===== src/rtl/regfile_wb_queue.sv =====
// Purpose: buffers ALU/load writeback results and drains them in order to the register-file write port; optional operand bypass (macro WBQ_BYPASS_EN).
// Latency: an entry accepted at edge N is presented on rf_rd_* in the next cycle; earliest commit at edge N+1.
// Backpressure: combinational readies from free slots (pop-aware); load wins the last slot; rf_stall holds the head entry.
module regfile_wb_queue #(
  parameter int XLEN  = 64,
  parameter int DEPTH = 4,
  parameter int AW    = 5
) (
  input  logic                     clk,
  input  logic                     rst_n,
  input  logic                     alu_valid,
  input  logic [AW-1:0]            alu_rd,
  input  logic [XLEN-1:0]          alu_data,
  output logic                     alu_ready,
  input  logic                     ld_valid,
  input  logic [AW-1:0]            ld_rd,
  input  logic [XLEN-1:0]          ld_data,
  output logic                     ld_ready,
  input  logic                     rf_stall,
  output logic                     rf_rd_write,
  output logic [AW-1:0]            rf_rd_addr,
  output logic [XLEN-1:0]          rf_rd_data,
  input  logic [AW-1:0]            rs1_addr,
  input  logic [AW-1:0]            rs2_addr,
  output logic                     rs1_hit,
  output logic                     rs2_hit,
  output logic [XLEN-1:0]          rs1_fwd,
  output logic [XLEN-1:0]          rs2_fwd,
  output logic [$clog2(DEPTH):0]   count
);

  localparam int PW = $clog2(DEPTH);
  localparam int CW = PW + 1;

  logic [AW-1:0]   rd_mem   [DEPTH];
  logic [XLEN-1:0] data_mem [DEPTH];
  logic [PW-1:0]   head;
  logic [PW-1:0]   tail;
  logic [PW-1:0]   alu_slot;
  logic [CW-1:0]   free;
  logic            not_empty;
  logic            pop;
  logic            ld_push;
  logic            alu_push;

  assign not_empty = (count != '0);
  assign pop       = not_empty && !rf_stall;

  // Head entry drives the write port; zeros when nothing is queued.
  assign rf_rd_write = pop;
  assign rf_rd_addr  = not_empty ? rd_mem[head]   : '0;
  assign rf_rd_data  = not_empty ? data_mem[head] : '0;

  // A slot freed by this cycle's pop is reusable in the same cycle.
  assign free = CW'(DEPTH) - count + CW'(pop);

  // Readies are forced low while reset is held, even though free would read DEPTH.
  assign ld_ready  = rst_n && (free >= CW'(1));
  assign alu_ready = rst_n && ((free >= CW'(2)) || ((free >= CW'(1)) && !ld_valid));

  // rd = 0 completes the handshake but never occupies a slot.
  assign ld_push  = ld_valid  && ld_ready  && (ld_rd  != '0);
  assign alu_push = alu_valid && alu_ready && (alu_rd != '0);

  // When both push, the load takes the older slot and the ALU the one after it.
  assign alu_slot = tail + PW'(ld_push);

  // Entry storage: validity is tracked by head/count, so no reset is needed here.
  always_ff @(posedge clk) begin
    if (ld_push) begin
      rd_mem[tail]   <= ld_rd;
      data_mem[tail] <= ld_data;
    end
    if (alu_push) begin
      rd_mem[alu_slot]   <= alu_rd;
      data_mem[alu_slot] <= alu_data;
    end
  end

  // Pointer and occupancy update; reset discards all queued entries at once.
  always_ff @(posedge clk or negedge rst_n) begin
    if (!rst_n) begin
      head  <= '0;
      tail  <= '0;
      count <= '0;
    end else begin
      head  <= head + PW'(pop);
      tail  <= tail + PW'(ld_push) + PW'(alu_push);
      count <= count + CW'(ld_push) + CW'(alu_push) - CW'(pop);
    end
  end

`ifdef WBQ_BYPASS_EN
  // Scan stored entries oldest to youngest so the youngest match wins.
  always_comb begin
    rs1_hit = 1'b0;
    rs1_fwd = '0;
    rs2_hit = 1'b0;
    rs2_fwd = '0;
    for (int i = 0; i < DEPTH; i++) begin
      if (CW'(i) < count) begin
        if ((rs1_addr != '0) && (rd_mem[head + PW'(i)] == rs1_addr)) begin
          rs1_hit = 1'b1;
          rs1_fwd = data_mem[head + PW'(i)];
        end
        if ((rs2_addr != '0) && (rd_mem[head + PW'(i)] == rs2_addr)) begin
          rs2_hit = 1'b1;
          rs2_fwd = data_mem[head + PW'(i)];
        end
      end
    end
  end
`else
  // Bypass not built: operand ports stay but never report a hit.
  logic unused_rs_addr;
  assign unused_rs_addr = ^{rs1_addr, rs2_addr};
  assign rs1_hit = 1'b0;
  assign rs2_hit = 1'b0;
  assign rs1_fwd = '0;
  assign rs2_fwd = '0;
`endif

endmodule


===== config.mk =====
export PLATFORM = sky130hd
export DESIGN_NAME = regfile_wb_queue
export DESIGN_NICKNAME = d
export VERILOG_FILES = /design/src/rtl/regfile_wb_queue.sv
export SDC_FILE = /design/constraint.sdc
export NUM_CORES = 1
export LEC_CHECK = 0
export BUFFER_PORTS_ARGS = -buffer_cell sky130_fd_sc_hd__buf_2
export CORE_UTILIZATION = 51
export CTS_BUF_LIST = sky130_fd_sc_hd__clkbuf_8
export DETAILED_ROUTE_END_ITERATION = 8
export HOLD_SLACK_MARGIN = 0.06
export PLACE_DENSITY_LB_ADDON = 0.3
export SLEW_MARGIN = 20
export SYNTH_ARGS = -nofsm -noshare
export SYNTH_HDL_FRONTEND = slang
export SYNTH_SLANG_ARGS = --single-unit

===== constraint.sdc =====
create_clock -name clk -period 5.8 [get_ports clk]
set_input_delay 0.87 -clock clk [delete_from_list [all_inputs] [get_ports clk]]
set_output_delay 0.87 -clock clk [all_outputs]
set_load 0.005 [all_outputs]

==> results.md, run 1 <==
* Hold Slack at approximately 170 ps
* Root Driver: clkbuf_8
* Worst min path class: in -> async
* Tmin final at between 4000 and 5000 ps
* WL/cell at 20.1 µm
* FF/Latch Area at between 0.008 and 0.009 mm²
* Compound-Gate Fraction of Synth Area at less than 1%
* Total GRT Usage at between 10% and 20%
* Critical Path Start Type: register
* Kind of end point of the critical path: register
* Register share of total power at between 30 and 40%
* Initial Utilization at 52.0%
* Multi-input gate area at 0.00709 mm²
* Setup CP Type: reg -> reg
* FF-to-FF setup slack at between 1500 and 2000 ps
* Via count at between 8000 and 9000
* Biggest area consumer among synthesized cells: edfxtp_1
* # hold bufs at CTS at 0
* Post-synthesis cell count at 931
* Max Transition Viols Final at 0
* RSZ-0062 raised after global routing: false
* Comb power frac at between 30% and 40%
* Post-CTS sizing at 0
* Mapped Area at between 0.015 and 0.02 mm²
* Synth Area in Simple Gates at under 10%
* Capture point of the critical path: data_mem[2][9]
* P_leak at between 7 and 8 nW
* Vias per cell at about 5.2
* Vias in the first global route at about 8700
* Filler Cells Inserted at approximately 2500
* Grt total ovfl at 0
* Sequential share of the synthesized area at 51.4%
* Maximum VDD drop at slightly above 300 µV
* Pin count of the biggest net entering global routing at 70
* Ys async rst share at under 10%
* Die Span Y at about 180 µm
* Port Buffer Count at approximately 220
* # Post-CTS Setup Buffers at 0
* Relative slew slack at around a third
* H-tree levels at 2
* Synth cell types at 30
* Chip width at 182 µm
* Post-synthesis adder-cell area fraction at less than 1%
* Hold Fails Final Rpt at 0
* Share of the core filled with cells at between 50% and 60%
* Switching share of total power at between 30% and 40%
* Maximum fanout along the worst path at 26
* CP Launch Point: count[2]
* Top cell type's share of synthesized area at between 50% and 60%
* R2R Path End: data_mem[2][9]
* Internal at 5.54 mW
* Post-DP HPWL at ~19000 µm
* CTS buffer count at 50
* Clk slew on worst S/H paths at approximately 60 ps
* Initial antenna violation count at 11
* RD Place Congestion at 0.718
* Synthesis-to-finish area growth at 11.8%
* Worst Reg-to-Reg Cells at 14
* Fmax at around 240 MHz
* Most frequent cells in the layout: 276 x mux2_4, 276 x edfxtp_1, 217 x buf_2, 130 x conb_1
* Largest family of logic cells by synthesized area: multiplexers
* Pwr dens at approximately 440 mW/mm²
* Number of routed nets with antenna violations at 0
* Final setup violation count at 0
* Synth Flop Type: edfxtp_1
* Multiplexer area fraction after synthesis at around 35%
* WP data arrival at ~4400 ps
* Outcome: completed
* Mapped Avg Cell Area at approximately 18 µm²
* Final net count at 1325
* Clock Latency Late Sink at between 500 and 600 ps
* Area contributors post-synth: edfxtp_1 50%, mux2_4 25%, mux4_2 9.4%, buf_4 5.9%, nor2b_1 2.6%
* Setup TNS at 0 ps
* Global-route wire length before repair at between 40000 and 50000 µm
* Worst Skew at roughly 11 ps
* Number of synthesized flops with an enable pin at 276
* DR pass1 iterations at 4
* Initial drt markers at roughly 350
* Clock power share at 21.7%
* Switch Pwr at roughly 2.6 mW
* Num ports at around 360
* # DRC at 0
* Post-Synth XOR/XNOR Area at less than 1%
* Clock Sinks at 283
* CTS tree: done
* Max-capacitance violation count at 0
* Tcrit/Tclk final at between 70 and 80%
* Synth warnings at 0
* Yosys reg bits at approximately 280
* Die Area at around 0.033 mm²
* CTS max path bufs at 3
* Share of cells above drive strength 1 at 55.1%
* Core area at approximately 0.032 mm²
* Worst-Margin Slew at about 980 ps
* Required @ worst endpoint at approximately 6000 ps
* Wirelength, routed at ~32000 µm
* R2r startpoint: count[2]
* # rows at 65
==> per-layer routing <==
| layer | wire, µm | GRT usage [%] | vias up | part of all wire, % |
|---|---|---|---|---|
| met1 | 13200 | 23.0 | 4185 | 40 |
| met5 | 76 | 0 | - | 0.23 |
| met4 | 597 | 5.53 | 12 | 1.8 |
| met2 | 16700 | 35.9 | 282 | 51 |
| met3 | 1970 | 5.15 | 58 | 6.1 |
| li1 | - | - | 3784 | - |
==> layout make-up <==
cell class                      count  area share [%]
Clock inverter                     44            1.48
Clock buffer                       50            3.74
Multi-Input combinational cell    584            38.5
Inverter                           11           0.225
Sequential cell                   283            46.1
Timing Repair Buffer              234            7.14
Antenna cell                        5          0.0680
Tap cell                          402            2.74
==> logic make-up (layout without fill, tap and decap cells) <==
logic type,after synthesis,after routing
buf+inv,193,339
other cells,1,135
fa+ha+maj,8,8
simple gates,87,87
compound gates,7,7
xor+xnor,7,7
flops,283,283
mux,345,345
==> critical path: stages (launching register included) <==
cell and delay, ps:
dfrtp_1 450, nor3_2 80, or2_2 290, ha_1 200, inv_1 50, ha_1 250
o31a_2 340, o211ai_1 100, buf_4 230, inv_1 60, ha_1 210, xnor2_1 240
nor4_4 370, buf_4 570, mux2_4 350
==> sequential cells by signal, summed over array words and instances (netlist names) <==
register	cells
count	3
data_mem	256
head	2
rd_mem	20
tail	2
==> synthesized netlist by cell type (2+ instances only) <==
| master | count |
|---|---|
| fa_1 | 2 |
| mux4_2 | 69 |
| clkbuf_1 | 16 |
| inv_1 | 11 |
| xnor2_1 | 3 |
| mux2_4 | 276 |
| xor2_1 | 3 |
| buf_4 | 130 |
| ha_1 | 6 |
| nor2b_1 | 69 |
| buf_6 | 28 |
| or2_2 | 2 |
| edfxtp_1 | 276 |
| o21bai_1 | 4 |
| nand2b_1 | 4 |
| nor4_4 | 4 |
| dfrtp_1 | 7 |
| buf_2 | 8 |
| nand2_1 | 2 |
==> stage by stage <==
stage,cells,power [mW],worst slack (ps),cell area (µm²)
floorplan,1060,5.48,-219,16900
global placement,1514,6.43,1230,17400
detailed placement,1514,6.48,1190,17400
CTS,1608,8.25,1630,18400
global route,1611,8.57,1440,18400
finish,1613,8.12,1690,18400
==> power by group through the flow <==
stage / sequential [mW] / combinational, mW / clock, mW
2_1_floorplan: 3.07 / 2.40 / 0
3_3_place_gp: 3.21 / 3.23 / 0
3_5_place_dp: 3.23 / 3.25 / 0
4_1_cts: 3.19 / 3.26 / 1.81
5_1_grt: 3.23 / 3.44 / 1.89
6_report: 3.17 / 3.20 / 1.76
==> worst min path at each step <==
stage / endpoint / depth (start not counted)
4_1_cts: tail[0] / 1
3_3_place_gp: count[2] / 1
3_5_place_dp: count[2] / 1
2_1_floorplan: head[0] / 1
6_report: tail[0] / 1
5_1_grt: count[2] / 1
Power figures use the tool's default switching activity.
==> run 2, diff against run 1 <==
--- a/config.mk
+++ b/config.mk
@@ -6,7 +6,7 @@
 export NUM_CORES = 1
 export LEC_CHECK = 0
 export BUFFER_PORTS_ARGS = -buffer_cell sky130_fd_sc_hd__buf_2
-export CORE_UTILIZATION = 51
+export CORE_UTILIZATION = 57
 export CTS_BUF_LIST = sky130_fd_sc_hd__clkbuf_8
 export DETAILED_ROUTE_END_ITERATION = 8
 export HOLD_SLACK_MARGIN = 0.06
==> constraint.sdc (replaced) <==
create_clock -name clk -period 3.95 [get_ports clk]
set_input_delay 0.5925 -clock clk [delete_from_list [all_inputs] [get_ports clk]]
set_output_delay 0.5925 -clock clk [all_outputs]
set_load 0.005 [all_outputs]
==> run 2 against run 1 <==
Effect of this change: critical endpoint is now data_mem[1][10]; total power increased by 51%; setup slack got worse by 1500 ps; global-route usage increased by 3.3 points; register-to-register slack got worse by 1500 ps.
==> results.md, run 2 (synthesis gave the netlist of run 1 again) <==
* Outcome: completed (unchanged)
* Core area at 0.0281 mm² (was 0.0316 mm²)
* Dpl cells at 1518 (was 1514)
* CTS tree: done (unchanged)
* WP data arrival at 4040 ps (was 4410 ps)
* Post-CTS sizing at 0 (unchanged)
* Via count at 8463 (was 8321)
* Worst min path class: in -> reg (was in -> async)
* Die Area at 0.0295 mm² (was 0.0330 mm²)
* Delay-heaviest family, CP: simple AND/OR/NAND/NOR gates (was buffers and inverters)
* Final Total Pwr at 12.3 mW (was 8.12 mW)
* Post-Place Setup Slack at 71.7 ps (was 1190 ps)
* RD Place Congestion at 0.749 (was 0.718)
* Vias per cell at 5.27 (was 5.16)
* Clock Latency Late Sink at 570 ps (was 550 ps)
* Max reg flops at 256 (unchanged)
* Initial drt markers at 407 (was 348)
* Grt total ovfl at 0 (unchanged)
* Kind of end point of the critical path: register (unchanged)
* WL/cell at 20.8 µm (was 20.1 µm)
* Hold Fails Final Rpt at 0 (unchanged)
* Cell Count, Final, Fillers Out at 1607 (was 1613)
* Filler Cells Inserted at 1939 (was 2482)
* # Post-CTS Setup Buffers at 0 (unchanged)
* Global-route wire length before repair at 50200 µm (was 48800 µm)
* Clk slew on worst S/H paths at 60 ps (about the same)
* Max Transition Viols Final at 0 (unchanged)
* Die Span Y at 172 µm (was 182 µm)
* DR pass1 iterations at 5 (was 4)
* Setup CP Type: reg -> reg (unchanged)
* P_leak at 7.46 nW (was 7.29 nW)
* Required @ worst endpoint at 4210 ps (was 6100 ps)
* Number of routed nets with antenna violations at 0 (unchanged)
* Initial antenna violation count at 7 (was 11)
* Final setup violation count at 0 (unchanged)
* Share of cells above drive strength 1 at 56.9% (was 55.1%)
* RSZ-0062 raised after global routing: false (unchanged)
* Maximum fanout along the worst path at 15 (was 26)
* Crit-path slowest cell: dfrtp_1 (was buf_4)
* CTS max path bufs at 3 (unchanged)
* Root Driver: clkbuf_8 (unchanged)
* Largest regs: data_mem (256), rd_mem (20), count (3) (unchanged)
* Worst path cell trace: nor3_4 -> or2_4 -> ha_4 -> inv_2 -> ha_4 -> xor2_2 -> o31a_2 -> o211ai_1 -> inv_1 -> ha_4 -> nand2_2 -> nor4_4 -> buf_4 -> o21bai_4 -> buf_12 (was nor3_2 -> or2_2 -> ha_1 -> inv_1 -> ha_1 -> o31a_2 -> o211ai_1 -> buf_4 -> inv_1 -> ha_1 -> xnor2_1 -> nor4_4 -> buf_4 -> mux2_4)
* Synthesis-to-finish area growth at 14.3% (was 11.8%)
* Post-DP HPWL at 22500 µm (was 19200 µm)
* Fmax at 264 MHz (was 243 MHz)
* Wirelength, routed at 33400 µm (was 32500 µm)
* Num ports at 358 (unchanged)
* Bufs and invs on worst path at 4 (unchanged)
* Tmin final at 3790 ps (was 4110 ps)
* Maximum VDD drop at 326 µV (was 310 µV)
* Pin count of the biggest net entering global routing at 70 (unchanged)
* CP most frequent cell: ha_4 (was ha_1)
* Post-route worst setup slack at 163 ps (was 1690 ps)
* # rows at 61 (was 65)
* Worst Skew at 26.3 ps (was 11.1 ps)
* # DRC at 0 (unchanged)
* Port Buffer Count at 217 (unchanged)
* Top reg by flops: data_mem (unchanged)
* Vias in the first global route at 8970 (was 8660)
* Chip width at 172 µm (was 182 µm)
* Clock Sinks at 283 (unchanged)
* H-tree levels at 2 (unchanged)
* Max incr delay on CP at 460 ps (was 570 ps)
* Final net count at 1352 (was 1325)
* Worst-Margin Slew at 932 ps (was 977 ps)
* CTS buffer count at 48 (was 50)
* Relative slew slack at 37.9% (was 34.9%)
* Tcrit/Tclk final at 95.9% (was 70.8%)
* Critical Path Start Type: register (unchanged)
* Max-capacitance violation count at 0 (unchanged)
* Total GRT Usage at 23.1% (was 19.8%)
* Initial Utilization at 58.6% (was 52.0%)
* Pwr dens at 652 mW/mm² (was 442 mW/mm²)
* Most frequent cells in the layout: 276 x mux2_4, 276 x edfxtp_1, 217 x buf_2, 130 x conb_1 (unchanged)
[run 2: cell count changes in the layout (fill, tap and decap cells not counted), sizes merged]
cell,delta
buf,+28
diode,+2
inv,-6
clkinvlp,-2
dlygate4sd3,+1
clkinv,-6
bufinv,+1
[run 2: final cells by class]
type	count	area [µm²]	area share [%]
Tap cell	378	473	2.51
Multi-Input combinational cell	584	7140	38.0
Sequential cell	283	8470	45.0
Clock buffer	50	688	3.66
Inverter	11	41.3	0.220
Clock inverter	31	238	1.26
Timing Repair Buffer	263	1730	9.22
Antenna cell	7	17.5	0.0931
[run 2: what timing repair did]
| item | CTS | global route |
|---|---|---|
| endpoints found under the hold margin | 7 | 0 |
| setup endpoints to repair | 0 | 0 |
| hold buffers | 1 | 0 |
[run 2: routing by layer]
| metal | vias up | GRT usage (%) | share of wire (%) |
|---|---|---|---|
| met5 | - | 0 | 0.081 |
| met4 | 4 | 6.77 | 1.8 |
| met3 | 54 | 6.00 | 7.0 |
| met2 | 297 | 42.1 | 54 |
| met1 | 4264 | 26.6 | 38 |
| li1 | 3844 | - | - |
[run 2: power breakdown]
group,internal [mW],total (mW),switching (mW)
clock network,1.43,2.59,1.16
logic,2.74,5.07,2.33
registers,4.24,4.60,0.355
[run 2: final timing paths]
path | endpoint | startpoint | slack, ps | depth (start not counted)
hold reg to reg | count[2] | count[2] | 670 | 1
max in group asynchronous | head[1] | rst_n | 3250 | 2
min in group asynchronous | tail[0] | rst_n | 450 | 2
setup / recovery | data_mem[1][10] | count[1] | 160 | 15
setup reg to reg | data_mem[1][10] | count[1] | 160 | 15
hold / removal | data_mem[2][55] | ld_data[55] | 360 | 2
[run 2: worst register-to-register path, delay by kind of cell, from the launching register on]
kind / cells / cell delay, ps
fa+ha+maj: 3 / 560
buf+inv: 4 / 640
flops: 1 / 460
xor+xnor: 1 / 160
compound gates: 3 / 810
simple gates: 4 / 850
[run 2: per-stage QoR]
step                      instance area (µm²)  setup TNS [ps]  hold slack (ps)  utilization (%)
final                                   18800               0              357             67.0
after global routing                    18800               0              339             66.9
after CTS                               18800               0              327             66.9
after detailed placement                17900               0              467             63.6
after global placement                  17900               0              463             63.6
after floorplan                         17100         -210270              297                -
==> run 3, diff against run 2 <==
--- a/config.mk
+++ b/config.mk
@@ -6,6 +6,7 @@
 export NUM_CORES = 1
 export LEC_CHECK = 0
 export BUFFER_PORTS_ARGS = -buffer_cell sky130_fd_sc_hd__buf_2
+export CORE_MARGIN = 2
 export CORE_UTILIZATION = 57
 export CTS_BUF_LIST = sky130_fd_sc_hd__clkbuf_8
 export DETAILED_ROUTE_END_ITERATION = 8
==> run 3 against run 2 <==
Effect of this change: register-to-register slack gained 70 ps; cell area hardly changed; utilization down 1.1 points; sequential power about the same; combinational power about the same; critical path type unchanged; largest cell class unchanged.
==> results.md, run 3 (synthesis gave the netlist of run 1 again) <==
* Pwr dens at 650 mW/mm² (was 652 mW/mm²)
* Max reg flops at 256 (unchanged)
* Tcrit/Tclk final at 94.1% (was 95.9%)
* Worst Reg-to-Reg Cells at 14 (was 15)
* Critical Path Start Type: register (unchanged)
* Clk slew on worst S/H paths at 60 ps (about the same)
* Vias per cell at 5.22 (was 5.27)
* Total GRT Usage at 21.7% (was 23.1%)
* Chip width at 174 µm (was 172 µm)
* Number of routed nets with antenna violations at 0 (unchanged)
* CTS max path bufs at 3 (unchanged)
* Required @ worst endpoint at 4240 ps (was 4210 ps)
* RSZ-0062 raised after global routing: false (unchanged)
* Initial antenna violation count at 5 (was 7)
* Final net count at 1349 (was 1352)
* WP data arrival at 4000 ps (was 4040 ps)
* # rows at 62 (was 61)
* Setup TNS at 0 ps (unchanged)
* Hold_sp: ld_data[50] (was ld_data[55])
* RD Place Congestion at 0.755 (was 0.749)
* Worst Skew at 30.8 ps (was 26.3 ps)
* Die Area at 0.0302 mm² (was 0.0295 mm²)
* Share of cells above drive strength 1 at 56.0% (was 56.9%)
* Max-capacitance violation count at 0 (unchanged)
* Kind of end point of the critical path: register (unchanged)
* Pin count of the biggest net entering global routing at 70 (unchanged)
* Clock Sinks at 283 (unchanged)
* P_leak at 7.49 nW (was 7.46 nW)
* Worst min path class: in -> reg (unchanged)
* Via count at 8429 (was 8463)
* Global-route wire length before repair at 49900 µm (was 50200 µm)
* Port Buffer Count at 217 (unchanged)
* Largest regs: data_mem (256), rd_mem (20), count (3) (unchanged)
* Post-DP HPWL at 22000 µm (was 22500 µm)
* H-tree levels at 2 (unchanged)
* Maximum fanout along the worst path at 16 (was 15)
* Final setup violation count at 0 (unchanged)
* Post-CTS sizing at 0 (unchanged)
* Initial Utilization at 57.6% (was 58.6%)
* Die Span Y at 174 µm (was 172 µm)
* Hold Path End: data_mem[3][50] (was data_mem[2][55])
* Grt total ovfl at 0 (unchanged)
* Maximum VDD drop at 354 µV (was 326 µV)
* Hold Fails Final Rpt at 0 (unchanged)
* Hold Slack at 373 ps (was 357 ps)
* Max Transition Viols Final at 0 (unchanged)
* WL/cell at 20.5 µm (was 20.8 µm)
* Worst hold path depth at 2 (unchanged)
* # Post-CTS Setup Buffers at 0 (unchanged)
* Synthesis-to-finish area growth at 14.3% (about the same)
* Tmin final at 3720 ps (was 3790 ps)
* Wirelength, routed at 33100 µm (was 33400 µm)
* Worst-Margin Slew at 941 ps (was 932 ps)
* Core area at 0.0285 mm² (was 0.0281 mm²)
* R2R Path End: data_mem[2][32] (was data_mem[1][10])
* Vias in the first global route at 8737 (was 8970)
* DR pass1 iterations at 5 (unchanged)
* Num ports at 358 (unchanged)
* Clock Latency Late Sink at 560 ps (was 570 ps)
* Filler Cells Inserted at 2056 (was 1939)
* FF-to-FF setup slack at 230 ps (was 160 ps)
* Fmax at 269 MHz (was 264 MHz)
* Setup CP Type: reg -> reg (unchanged)
* Relative slew slack at 37.3% (was 37.9%)
* Root Driver: clkbuf_8 (unchanged)
* Outcome: completed (unchanged)
* Top reg by flops: data_mem (unchanged)
* Final Total Pwr at 12.2 mW (was 12.3 mW)
* # DRC at 0 (unchanged)
* CTS tree: done (unchanged)
* # hold bufs at CTS at 1 (unchanged)
* Initial drt markers at 452 (was 407)
* CTS buffer count at 48 (unchanged)
* R2r startpoint: count[1] (unchanged)
* Most frequent cells in the layout: 276 x mux2_4, 276 x edfxtp_1, 217 x buf_2, 130 x conb_1 (unchanged)
-- run 3: cell types whose count changed in the layout (fill, tap and decap cells not counted), sizes merged --
cell    previous run  this run
clkinv            20        18
diode              7         3
inv               18        28
buf              262       259
-- run 3: area by class of cell --
cell class / count / area (µm²) / area share (%)
Clock inverter: 39 / 262 / 1.39
Clock buffer: 50 / 688 / 3.66
Tap cell: 384 / 480 / 2.55
Multi-Input combinational cell: 584 / 7140 / 38.0
Antenna cell: 3 / 7.51 / 0.0399
Inverter: 11 / 41.3 / 0.220
Sequential cell: 283 / 8470 / 45.0
Timing Repair Buffer: 260 / 1710 / 9.10
-- run 3: power breakdown --
part | switching (mW) | internal (mW)
logic | 2.33 | 2.73
clock network | 1.16 | 1.44
registers | 0.336 | 4.24
-- run 3: critical path, cell delays in order (launching register included) --
cell      delay [ps]
dfrtp_1          440
nor3_4           210
or2_4            160
ha_4             120
inv_2             40
ha_4             150
xor2_2           160
o31a_2           360
o211ai_1         110
inv_1            110
ha_4             260
nand2b_4         160
nor4_4           410
buf_4            430
mux2_4           340
-- run 3: worst max-delay path by stage --
stage,slack (ps),start,to
2_1_floorplan,-610,count[1],data_mem[0][0]
3_3_place_gp,150,rf_stall,data_mem[2][27]
3_5_place_dp,120,rf_stall,data_mem[2][24]
4_1_cts,150,count[1],data_mem[2][21]
5_1_grt,20,count[1],data_mem[2][21]
6_report,230,count[1],data_mem[2][32]
-- run 3: routing by layer --
layer  track usage, %  share of wire [%]  vias up
met4             5.67                2.0        6
li1                 -                  -     3828
met1             26.6                 39     4200
met3             4.82                7.6       54
met5                0               0.10        -
met2             38.8                 52      341
-- run 3: metrics by stage --
| stage | util [%] | setup slack (ps) | area (µm²) | std cells |
|---|---|---|---|---|
| final | 65.9 | 235 | 18800 | 1614 |
| after global routing | 65.9 | 15.7 | 18800 | 1613 |
| after floorplan | - | -612 | 17100 | 1060 |
| after detailed placement | 62.5 | 119 | 17800 | 1521 |
| after global placement | 62.5 | 146 | 17800 | 1521 |
| after CTS | 65.9 | 150 | 18800 | 1611 |
